--- src/rtl/icache_dm.sv ---
// Direct-mapped instruction cache: same-cycle hits, single-line refill over valid/ready, forwarded miss word.
// Optional hit/miss counters are enabled with `define ICACHE_PERF_EN.
module icache_dm #(
  parameter int unsigned NUM_LINES = 4,
  parameter int unsigned LINE_BITS = 128,
  parameter int unsigned ADDR_W    = 20,
  parameter int unsigned INST_W    = 32
) (
  input  logic                 clk,
  input  logic                 rst,
  input  logic                 req_valid_i,
  input  logic [ADDR_W-1:0]    req_addr_i,
  output logic                 resp_valid_o,
  output logic [INST_W-1:0]    resp_instr_o,
  output logic                 stall_o,
  input  logic                 invalidate_i,
  output logic                 mem_req_o,
  output logic [ADDR_W-1:0]    mem_addr_o,
  input  logic                 mem_ready_i,
  input  logic [LINE_BITS-1:0] mem_rdata_i
`ifdef ICACHE_PERF_EN
  ,
  output logic [31:0]          hit_count_o,
  output logic [31:0]          miss_count_o
`endif
);
  localparam int unsigned OFF_W  = $clog2(LINE_BITS / 8);
  localparam int unsigned IDX_W  = $clog2(NUM_LINES);
  localparam int unsigned BOFF   = $clog2(INST_W / 8);
  localparam int unsigned WSEL_W = $clog2(LINE_BITS / INST_W);
  localparam int unsigned TAG_W  = ADDR_W - OFF_W - IDX_W;

  typedef enum logic [1:0] {IDLE, MISS, FILL} state_t;

  state_t                 state_q;
  logic [NUM_LINES-1:0]   valid_q;
  logic [TAG_W-1:0]       tag_q  [NUM_LINES];
  logic [LINE_BITS-1:0]   data_q [NUM_LINES];
  logic [IDX_W-1:0]       idx_q;
  logic [TAG_W-1:0]       ctag_q;
  logic [WSEL_W-1:0]      wsel_q;
  logic                   mem_req_q;
  logic [ADDR_W-1:0]      mem_addr_q;
  logic                   inv_pend_q;
  logic                   abandon_q;
  logic [INST_W-1:0]      last_q;

  logic [IDX_W-1:0]       req_idx;
  logic [TAG_W-1:0]       req_tag;
  logic [WSEL_W-1:0]      req_wsel;
  logic                   hit;
  logic [INST_W-1:0]      hit_word;
  logic [INST_W-1:0]      fill_word;
  logic                   unused_bits;

  assign req_idx     = req_addr_i[OFF_W +: IDX_W];
  assign req_tag     = req_addr_i[ADDR_W-1 -: TAG_W];
  assign req_wsel    = req_addr_i[BOFF +: WSEL_W];
  assign unused_bits = ^req_addr_i[BOFF-1:0];
  assign hit         = req_valid_i && valid_q[req_idx] && (tag_q[req_idx] == req_tag);
  assign hit_word    = data_q[req_idx][req_wsel*INST_W +: INST_W];
  assign fill_word   = data_q[idx_q][wsel_q*INST_W +: INST_W];

  assign mem_req_o   = mem_req_q;
  assign mem_addr_o  = mem_addr_q;

  // Outputs are forced quiet while reset is held so a pending request cannot raise stall.
  always_comb begin
    resp_valid_o = 1'b0;
    resp_instr_o = last_q;
    stall_o      = 1'b0;
    if (!rst) begin
      case (state_q)
        IDLE: begin
          if (hit) begin
            resp_valid_o = 1'b1;
            resp_instr_o = hit_word;
          end else if (req_valid_i) begin
            stall_o = 1'b1;
          end
        end
        MISS: stall_o = 1'b1;
        FILL: begin
          if (req_valid_i && !abandon_q) begin
            resp_valid_o = 1'b1;
            resp_instr_o = fill_word;
          end
        end
        default: ;
      endcase
    end
  end

  always_ff @(posedge clk or posedge rst) begin
    if (rst) begin
      state_q    <= IDLE;
      valid_q    <= '0;
      idx_q      <= '0;
      ctag_q     <= '0;
      wsel_q     <= '0;
      mem_req_q  <= 1'b0;
      mem_addr_q <= '0;
      inv_pend_q <= 1'b0;
      abandon_q  <= 1'b0;
      last_q     <= '0;
    end else begin
      if (resp_valid_o) last_q <= resp_instr_o;
      case (state_q)
        IDLE: begin
          if (invalidate_i) valid_q <= '0;
          if (req_valid_i && !hit) begin
            state_q    <= MISS;
            idx_q      <= req_idx;
            ctag_q     <= req_tag;
            wsel_q     <= req_wsel;
            mem_req_q  <= 1'b1;
            mem_addr_q <= {req_addr_i[ADDR_W-1:OFF_W], {OFF_W{1'b0}}};
            abandon_q  <= 1'b0;
            inv_pend_q <= 1'b0;
          end
        end
        MISS: begin
          if (!req_valid_i) abandon_q <= 1'b1;
          if (invalidate_i) begin
            valid_q    <= '0;
            inv_pend_q <= 1'b1;
          end
          // The indexed write follows the flash clear so the refilled line's bit wins.
          if (mem_ready_i) begin
            state_q          <= FILL;
            mem_req_q        <= 1'b0;
            valid_q[idx_q]   <= !(inv_pend_q || invalidate_i);
          end
        end
        FILL: begin
          if (invalidate_i) valid_q <= '0;
          inv_pend_q <= 1'b0;
          state_q    <= IDLE;
        end
        default: state_q <= IDLE;
      endcase
    end
  end

  always_ff @(posedge clk) begin
    if (state_q == MISS && mem_ready_i) begin
      data_q[idx_q] <= mem_rdata_i;
      tag_q[idx_q]  <= ctag_q;
    end
  end

`ifdef ICACHE_PERF_EN
  always_ff @(posedge clk or posedge rst) begin
    if (rst) begin
      hit_count_o  <= '0;
      miss_count_o <= '0;
    end else if (state_q == IDLE) begin
      if (hit && hit_count_o != '1) hit_count_o <= hit_count_o + 32'd1;
      if (req_valid_i && !hit && miss_count_o != '1) miss_count_o <= miss_count_o + 32'd1;
    end
  end
`endif
endmodule

--- config.mk ---
export PLATFORM = sky130hd
export DESIGN_NAME = icache_dm
export DESIGN_NICKNAME = d
export VERILOG_FILES = /design/src/rtl/icache_dm.sv
export SDC_FILE = /design/constraint.sdc
export NUM_CORES = 1
export LEC_CHECK = 0
export CAP_MARGIN = 10
export CORE_AREA = 5 5 305 217
export CTS_CLUSTER_SIZE = 14
export DETAILED_ROUTE_END_ITERATION = 16
export DIE_AREA = 0 0 310 222
export SYNTH_ARGS = -nofsm -noshare
export SYNTH_HDL_FRONTEND = slang
export SYNTH_SLANG_ARGS = --single-unit
--- constraint.sdc ---
create_clock -name clk -period 18.8 [get_ports clk]
set_input_delay 3.76 -clock clk [delete_from_list [all_inputs] [get_ports clk]]
set_output_delay 3.76 -clock clk [all_outputs]
set_load 0.02 [all_outputs]
==> flow_summary.json <==
{
  "hold_buffers": 0,
  "hold_viol": 0,
  "cts_num_sinks": 627,
  "rows": 77,
  "setup-tns-final_ns": 0,
  "synth_edf_count": 568,
  "routed_wl_um": 70800,
  "crit_family": "buffers and inverters",
  "synth.area.top_cells": "edfxtp_1 61%, mux4_2 24%, dfrtp_1 5.3%",
  "grt_pass1_vias": 16034,
  "place_congestion": 0.741,
  "synthTopCellsByCount": "568 x edfxtp_1, 296 x mux4_2, 66 x a22oi_1, 64 x a221o_1, 60 x clkbuf_1",
  "tightest_slew_ns": 1.00,
  "rr_endpoint": "data_q[2][109]",
  "r2r-start": "mem_addr_o[5]",
  "wl_per_cell_um": 29.4,
  "synthArstFlopShare": 0.0941,
  "avgSynthCellArea_um2": 21.0,
  "cts_resized": 0,
  "maxCapViolations": 0,
  "seqCellArea_um2": 18500,
  "reg2reg_depth": 5,
  "dr_total_vias": 14907,
  "total_power_mw": 4.08,
  "crit_slowest_cell": "buf_4",
  "crit_arrival_ns": 8.38,
  "clk_path_buf_depth": 3,
  "max_slew_margin": 0.333,
  "powerDensity_nw_per_um2": 124,
  "start_util": 0.447,
  "min_period_over_period": 0.646,
  "worst_hold_slack_ns": 0.489,
  "placed_cells": 2286,
  "fmax_mhz": 82.4,
  "numCtsBuffers": 61,
  "utilization": 0.524,
  "synth_warnings": 0,
  "cp_common_cell": "buf_4",
  "postRouteAntennaNets": 0,
  "insertion_delay_ns": 0.62,
  "yosysMostFrequentCell": "edfxtp_1",
  "synth_seq_area_share": 0.660,
  "syn_area_um2": 28100,
  "fin_crit_ns": 12.14,
  "grt_max_degree": 131,
  "r2r_slack_ns": 14.66,
  "fp.dieW_um": 310,
  "path_cells": "buf_8 -> buf_4 -> mux4_2 -> xnor2_1 -> nand4_1 -> nor4_4 -> buf_4 -> buf_4 -> a221o_1 -> clkdlybuf4s50_1",
  "ctsHtreeMaxLevel": 2,
  "hold_class": "flip-flop to flip-flop",
  "status": "completed",
  "portBuffers": 201,
  "drcViolationCount": 0,
  "multi_input_area_um2": 9050,
  "crit_type": "primary input to output pin",
  "ys_ff_latch": 627,
  "synth_ff_type": "edfxtp_1",
  "startpoint_type": "primary input",
  "coreArea_um2": 62800,
  "n_fill_cell": 4941,
  "whs_path_depth": 1,
  "antenna_found_initial": 17,
  "grt_pass1_wl_um": 106000,
  "overflow": 0,
  "p_leak_nw": 10.5,
  "rsz0062_at_grt": "false",
  "boundaryPins": 208,
  "path_clk_slew_ns": 0.06,
  "synth_cell_type_count": 41,
  "post_cts_buffers": 0,
  "critPathMaxStageDelay_ns": 0.79,
  "clock_skew_ns": 0.0268,
  "layout.cells.non_filler": 2407,
  "drive_gt1_frac": 0.293,
  "cp_num_buf_inv": 5,
  "drt_iter0_markers": 1278,
  "avgViaCountPerCell": 6.19,
  "nets": 1673,
  "required_ns": 15.04,
  "cts-root-buf": "clkbuf_16",
  "whs_endpoint": "mem_req_o",
  "syn_to_final_growth_pct": 17.2,
  "min_from": "mem_req_o",
  "path_max_fanout": 66,
  "syn_inst": 1336,
  "grt_use_total": 0.207,
  "vdd_drop_max_mv": 0.0833,
  "die_h_um": 222,
  "endpoint_kind": "output pin",
  "synth.top_cell.area_share": 0.608,
  "slew_viol_final": 0,
  "yosys.area.top_type": "edfxtp_1",
  "die-area_um2": 68800,
  "setup_viol": 0,
  "dr.pass1.iters": 5,
  "cts_tree": "yes",
  "dpl.hpwl_um": 40000
}
[worst register-to-register path: stages (launching register included)]
cell and delay, ns:
dfrtp_4 0.85, buf_4 0.75, nand2_1 0.24, nor2_4 0.67, buf_4 0.59, buf_4 0.66
[flip-flops by register name (all words and copies together), names as in the netlist]
name / flops
abandon_q: 1
ctag_q: 14
data_q: 512
idx_q: 1
inv_pend_q: 1
last_q: 32
mem_addr_o: 1
mem_req_o: 1
state_q: 2
tag_q: 56
valid_q: 4
wsel_q: 2
[per-stage QoR]
step / worst slack (ns) / area, µm²
finish: 6.66 / 32900
global route: 6.26 / 32900
CTS: 6.54 / 32900
detailed placement: 6.56 / 30900
global placement: 6.56 / 30900
floorplan: 3.56 / 28100
[kinds of logic (layout without fill, tap and decap cells)]
| group | after synthesis | in the layout | share of synthesized area |
|---|---|---|---|
| buffers and inverters | 121 | 354 | 0.0199 |
| muxes | 332 | 332 | 0.251 |
| xor gates and xnor gates | 14 | 14 | 0.00437 |
| DFF | 627 | 627 | 0.660 |
| and+or+nand+nor | 62 | 62 | 0.0131 |
| AOI/OAI and AO/OA | 179 | 179 | 0.0510 |
| other | 1 | 10 | 0.000134 |
[how the worst max path moves through the flow]
stage	slack, ns	from	cells past startpoint	endpoint
global route	6.26	req_addr_i[4]	10	resp_instr_o[16]
CTS	6.54	req_addr_i[4]	10	resp_instr_o[16]
finish	6.66	req_addr_i[4]	10	resp_instr_o[16]
floorplan	3.56	mem_ready_i	3	valid_q[1]
global placement	6.56	req_addr_i[4]	10	resp_instr_o[16]
detailed placement	6.56	req_addr_i[4]	10	resp_instr_o[0]
[routing by layer]
metal  up-vias  share of wire  global-route usage
li1       6258              -                   -
met1      7986           0.41               0.289
met2       537           0.49               0.337
met3       106          0.076              0.0481
met4        20          0.018              0.0446
met5         -         0.0018                   0
[layout by cell type, fill, tap and decap left out, types with 3 or more instances in the layout]
master	instances
clkbuf_16	61
clkbuf_1	14
diode_2	6
inv_1	6
o21ai_0	3
a21oi_1	33
mux4_2	296
xnor2_1	12
nor2_1	4
clkdlybuf4s50_1	199
nand2_1	9
nor2b_1	33
conb_1	4
buf_4	28
clkinv_2	13
dfrtp_1	55
a221o_1	64
clkinv_1	9
mux2i_1	16
a22oi_1	66
buf_12	3
clkbuf_8	11
mux2_2	20
edfxtp_1	568
[area by class of cell]
class	instances	share of cell area
antenna	6	0.000456
clock buffer	86	0.0526
clock inverter	29	0.00620
inverter	7	0.000837
multi-input combinational	591	0.275
sequential	627	0.564
tap	829	0.0315
timing repair buffer	232	0.0696
[power by group]
group / switching (mW) / internal [mW] / total, mW
clock network: 0.520 / 0.667 / 1.19
registers: 0.117 / 1.70 / 1.82
logic: 0.496 / 0.585 / 1.08
total: 1.13 / 2.95 / 4.08
(Power assumes the default switching activity.)
